<file path="src/rtl/axis_key_decoder.sv">
// Envelope-to-key decoder: hysteresis threshold plus consecutive-sample debounce,
// logging one run-length record per key transition into a BRAM ring buffer.
module axis_key_decoder #(
    parameter int AXIS_TDATA_WIDTH = 16,
    parameter int HOLD_WIDTH       = 16,
    parameter int BRAM_DATA_WIDTH  = 32,
    parameter int BRAM_ADDR_WIDTH  = 10
) (
    input  logic                         aclk,
    input  logic                         aresetn,
    input  logic [AXIS_TDATA_WIDTH-1:0]  cfg_thr_hi,
    input  logic [AXIS_TDATA_WIDTH-1:0]  cfg_thr_lo,
    input  logic [HOLD_WIDTH-1:0]        cfg_hold,
    output logic                         key_flag,
    output logic [BRAM_ADDR_WIDTH-1:0]   sts_data,
    input  logic [AXIS_TDATA_WIDTH-1:0]  s_axis_tdata,
    input  logic                         s_axis_tvalid,
    output logic                         s_axis_tready,
    output logic                         b_bram_clk,
    output logic                         b_bram_rst,
    output logic                         b_bram_en,
    output logic [BRAM_DATA_WIDTH/8-1:0] b_bram_we,
    output logic [BRAM_ADDR_WIDTH-1:0]   b_bram_addr,
    output logic [BRAM_DATA_WIDTH-1:0]   b_bram_wdata
);

    localparam int RUN_W = BRAM_DATA_WIDTH - 1;
    localparam int WE_W  = BRAM_DATA_WIDTH / 8;
    localparam logic [RUN_W-1:0] RUN_MAX = '1;

    logic                       key_q,     key_d;
    logic [HOLD_WIDTH-1:0]      pending_q, pending_d;
    logic [RUN_W-1:0]           run_q,     run_d;
    logic [BRAM_ADDR_WIDTH-1:0] wptr_q,    wptr_d;
    logic [BRAM_ADDR_WIDTH-1:0] sts_q,     sts_d;
    logic                       we_q,      we_d;
    logic [BRAM_ADDR_WIDTH-1:0] addr_q,    addr_d;
    logic [BRAM_DATA_WIDTH-1:0] wdata_q,   wdata_d;
    logic                       tready_q,  tready_d;

    logic             accept;
    logic             qualifies;
    logic [RUN_W-1:0] run_inc;

    always_comb begin
        key_d     = key_q;
        pending_d = pending_q;
        run_d     = run_q;
        wptr_d    = wptr_q;
        addr_d    = addr_q;
        wdata_d   = wdata_q;
        we_d      = 1'b0;
        tready_d  = 1'b1;
        // The reported pointer trails the write pointer by one cycle, so it
        // only advances once the corresponding write has been presented.
        sts_d     = wptr_q;

        accept    = s_axis_tvalid & tready_q;
        qualifies = key_q ? (s_axis_tdata < cfg_thr_lo) : (s_axis_tdata >= cfg_thr_hi);
        run_inc   = (run_q == RUN_MAX) ? run_q : run_q + RUN_W'(1);

        if (accept) begin
            if (qualifies && (pending_q >= cfg_hold)) begin
                // The transitioning sample opens the new run, hence run restarts at 1.
                key_d     = ~key_q;
                pending_d = '0;
                run_d     = RUN_W'(1);
                we_d      = 1'b1;
                addr_d    = wptr_q;
                wdata_d   = {key_q, run_q};
                wptr_d    = wptr_q + BRAM_ADDR_WIDTH'(1);
            end else if (qualifies) begin
                pending_d = pending_q + HOLD_WIDTH'(1);
                run_d     = run_inc;
            end else begin
                pending_d = '0;
                run_d     = run_inc;
            end
        end
    end

    always_ff @(posedge aclk) begin
        if (!aresetn) begin
            key_q     <= 1'b0;
            pending_q <= '0;
            run_q     <= '0;
            wptr_q    <= '0;
            sts_q     <= '0;
            we_q      <= 1'b0;
            addr_q    <= '0;
            wdata_q   <= '0;
            tready_q  <= 1'b0;
        end else begin
            key_q     <= key_d;
            pending_q <= pending_d;
            run_q     <= run_d;
            wptr_q    <= wptr_d;
            sts_q     <= sts_d;
            we_q      <= we_d;
            addr_q    <= addr_d;
            wdata_q   <= wdata_d;
            tready_q  <= tready_d;
        end
    end

    assign key_flag      = key_q;
    assign sts_data      = sts_q;
    assign s_axis_tready = tready_q;
    assign b_bram_clk    = aclk;
    assign b_bram_rst    = ~aresetn;
    assign b_bram_we     = {WE_W{we_q}};
    assign b_bram_en     = b_bram_we[0];
    assign b_bram_addr   = addr_q;
    assign b_bram_wdata  = wdata_q;

endmodule

</file>
<file path="config.mk">
export PLATFORM = sky130hd
export DESIGN_NAME = axis_key_decoder
export DESIGN_NICKNAME = d
export VERILOG_FILES = /design/src/rtl/axis_key_decoder.sv
export SDC_FILE = /design/constraint.sdc
export NUM_CORES = 1
export LEC_CHECK = 0
export ABC_AREA = 1
export BUFFER_PORTS_ARGS = -buffer_cell sky130_fd_sc_hd__buf_2
export CAP_MARGIN = 10
export CORE_ASPECT_RATIO = 1.75
export CORE_UTILIZATION = 45
export CTS_CLUSTER_SIZE = 20
export DETAILED_ROUTE_END_ITERATION = 8
export HOLD_SLACK_MARGIN = 0.08
export PLACE_DENSITY = 0.66
export SETUP_SLACK_MARGIN = 0.1
export SYNTH_ARGS = -nofsm -noshare
export SYNTH_HDL_FRONTEND = slang
export SYNTH_SLANG_ARGS = --single-unit
</file>
<file path="constraint.sdc">
create_clock -name aclk -period 3.2 [get_ports aclk]
set_input_delay 0 -clock aclk [delete_from_list [all_inputs] [get_ports aclk]]
set_output_delay 0 -clock aclk [all_outputs]
set_load 0.01 [all_outputs]
</file>
==> metrics.cfg <==
[yosys]
synth-seq-cells = 112
async_flop_share_pct = 0
yosysTopAreaCell = dfxtp_1
synthTopCellsByArea = dfxtp_1 34%, nand2_1 12%, ha_1 9.6%
ys_seq_area_share_pct = 34.3
synth_most_common_cell = nand2_1
synth_edf_count = 0
synth_cell_types = 40
synthCells = 953
yosys_warnings = 0
syn_area_um2 = 6530
netlist.area_leader.share_pct = 34.3
syn-num-nets = 1070
synth-main-ff-cell = dfxtp_1
synth_common_cells = 208 x nand2_1, 146 x inv_1, 112 x dfxtp_1
avgSynthCellArea_um2 = 6.86

[setup_path]
crit_arrival_ns = 2.86
endpoint_kind = register
rr_endpoint = b_bram_wdata[28]
reg2reg_slack_ns = 0.72
crit_buf_inv = 2
crit_family = simple AND/OR/NAND/NOR gates
start_kind = register
path_cells = ha_1 -> nand2_1 -> nor4_2 -> nand2_1 -> nand3_1 -> nand4_4 -> inv_2 -> nand2_1 -> buf_4 -> o21ai_0
ff2ff_path_depth = 10
cp_slowest_cell = dfxtp_1
cp_max_fo = 22
path_common_cell = nand2_1
r2r_start = pending_q[13]
slowest_delay_ns = 0.36
worstSetupPathType = reg2reg
critPathRequiredTime_ns = 3.58

[sta]
max_freq_mhz = 403
tightest_slew_ns = 0.925
fin_crit_ns = 2.48
finalHoldViolations = 0
slew_headroom_pct = 37.8
rsz0062_at_grt = no
clock_skew_ns = 0.0125
fin_setup_tns_ns = 0
fin_crit_sh_pct = 77.5
setup_viol = 0
finalMaxSlewViolations = 0

[global_route]
grt_max_degree = 41
grt_pass1_wl_um = 28100
track_usage_pct = 23.8
grt_pass1_vias = 6072
antenna_found_initial = 0
overflow = 0

[layout]
syn_to_final_growth_pct = 17.5
multiInputGateArea_um2 = 3550
finalNonFillerCells = 1250
antenna_cells = 0
seq_area_um2 = 2240
finalNetCount = 1185
drive_above_1_share_pct = 15.9
n_fill_cell = 1460

[route]
wirelength_um = 17500
ant_nets = 0
post-route-drc-count = 0
wl_per_cell_um = 14.0
via_per_inst = 4.99
num_vias = 6233
drtIter0Drc = 295
drt_first_pass_iters = 5

[cts]
cts_tree = done
clkSlewWorstSetupHoldPaths_ns = 0.08
insertion_delay_ns = 0.46

[place]
place.gp.congestion = 0.944
post-dp-hpwl_um = 13500
numPortBuffers = 127
dp.cells = 1229

[floorplan]
num_rows = 57
dieArea_um2 = 15000
die_x_um = 93.1
die_h_um = 161
start_util_pct = 46.5
core_area_um2 = 14000
io_pins = 128

[flow_run]
cap_violations = 0

[power_and_ir_drop]
vdd_drop_max_uv = 531
p_leak_nw = 3.89
power_density_nw_per_um2 = 400

[worst_hold_path]
hp-start = aclk
hold_path.class = clk2out
hold_end = b_bram_clk
whs_path_depth = 3

[status]
outcome = finished clean

## worst max-delay path by stage
stage | from | cells past startpoint | slack [ns] | to
4_1_cts | pending_q[15] | 9 | 0.69 | b_bram_wdata[21]
6_report | pending_q[13] | 10 | 0.72 | b_bram_wdata[28]
2_1_floorplan | pending_q[13] | 10 | 1.21 | sts_d[2]
5_1_grt | pending_q[15] | 10 | 0.50 | b_bram_wdata[16]
3_3_place_gp | run_q[1] | 13 | 0.78 | run_q[23]
3_5_place_dp | pending_q[15] | 9 | 0.76 | b_bram_wdata[18]
## cells in the final DEF, fill, tap and decap left out, types with 12 or more instances in the layout
| master | synthesis | final |
|---|---|---|
| clkbuf_16 | 0 | 12 |
| inv_1 | 146 | 146 |
| xor2_1 | 30 | 30 |
| o21ai_0 | 37 | 37 |
| nand2_1 | 208 | 208 |
| nor2_1 | 102 | 102 |
| a21oi_1 | 42 | 42 |
| ha_1 | 50 | 50 |
| nand4_1 | 12 | 12 |
| dfxtp_1 | 112 | 112 |
| nand3_1 | 101 | 101 |
| nor3_1 | 29 | 29 |
| buf_2 | 12 | 127 |
## per-stage QoR
stage | setup WS [ns] | power (W) | instance area (µm²) | hold WS (ns) | utilization [%]
after floorplan | 1.21 | 0.00168 | 6530 | 0.0277 | -
after global placement | 0.784 | 0.00177 | 7270 | 0.101 | 51.7
after detailed placement | 0.764 | 0.00178 | 7270 | 0.101 | 51.7
after CTS | 0.686 | 0.00310 | 7670 | 0.321 | 54.6
after global routing | 0.500 | 0.00322 | 7670 | 0.329 | 54.6
final | 0.720 | 0.00307 | 7670 | 0.316 | 54.6
## layout make-up
cell class	instances	share of cell area, %
clock buffer	14	4.16
clock inverter	6	0.913
inverter	148	7.24
multi-input combinational	656	46.2
sequential	112	29.2
tap	177	2.89
timing repair buffer	137	9.36
## state kept, by name (all words and copies together), names as in the netlist
name           flops
sts_d             10
b_bram_en          1
b_bram_wdata      32
run_q             31
sts_data          10
b_bram_addr       10
s_axis_tready      1
key_flag           1
pending_q         16
## per-layer routing
metal / part of all wire [%] / global-route usage, % / up-vias / routed length, µm
li1: - / - / 3261 / -
met1: 38 / 23.6 / 2803 / 6680
met2: 55 / 46.2 / 133 / 9590
met3: 3.2 / 3.58 / 36 / 558
met4: 3.9 / 12.3 / 0 / 682
met5: 0 / 0 / - / 0
## where the power goes
| part | total [W] | internal, W | switching [W] |
|---|---|---|---|
| sequential | 0.00144 | 0.00141 | 0.0000245 |
| combinational | 0.000292 | 0.000116 | 0.000176 |
| clock | 0.00134 | 0.000746 | 0.000597 |
## tightest hold or removal path, delay by kind of cell
family	cells	cell delay (ns)
buffers and inverters	3	0.31
## cells by family (layout without fill, tap and decap cells)
logic type | count (synthesis) | after routing | synth area share [%]
AOI/OAI and AO/OA | 90 | 90 | 7.12
xor gates and xnor gates | 34 | 34 | 4.56
adders and majority gates | 50 | 50 | 9.57
buffers and inverters | 185 | 305 | 11.5
DFF | 112 | 112 | 34.3
muxes | 1 | 1 | 0.153
and+or+nand+nor | 481 | 481 | 32.8
## timing repair
| action | in CTS | in global routing |
|---|---|---|
| setup buffers | 0 | 0 |
| gates resized for setup | 0 | 0 |
| hold buffers | 2 | 0 |
| hold endpoints to repair | 13 | 0 |
(Power assumes the default switching activity.)
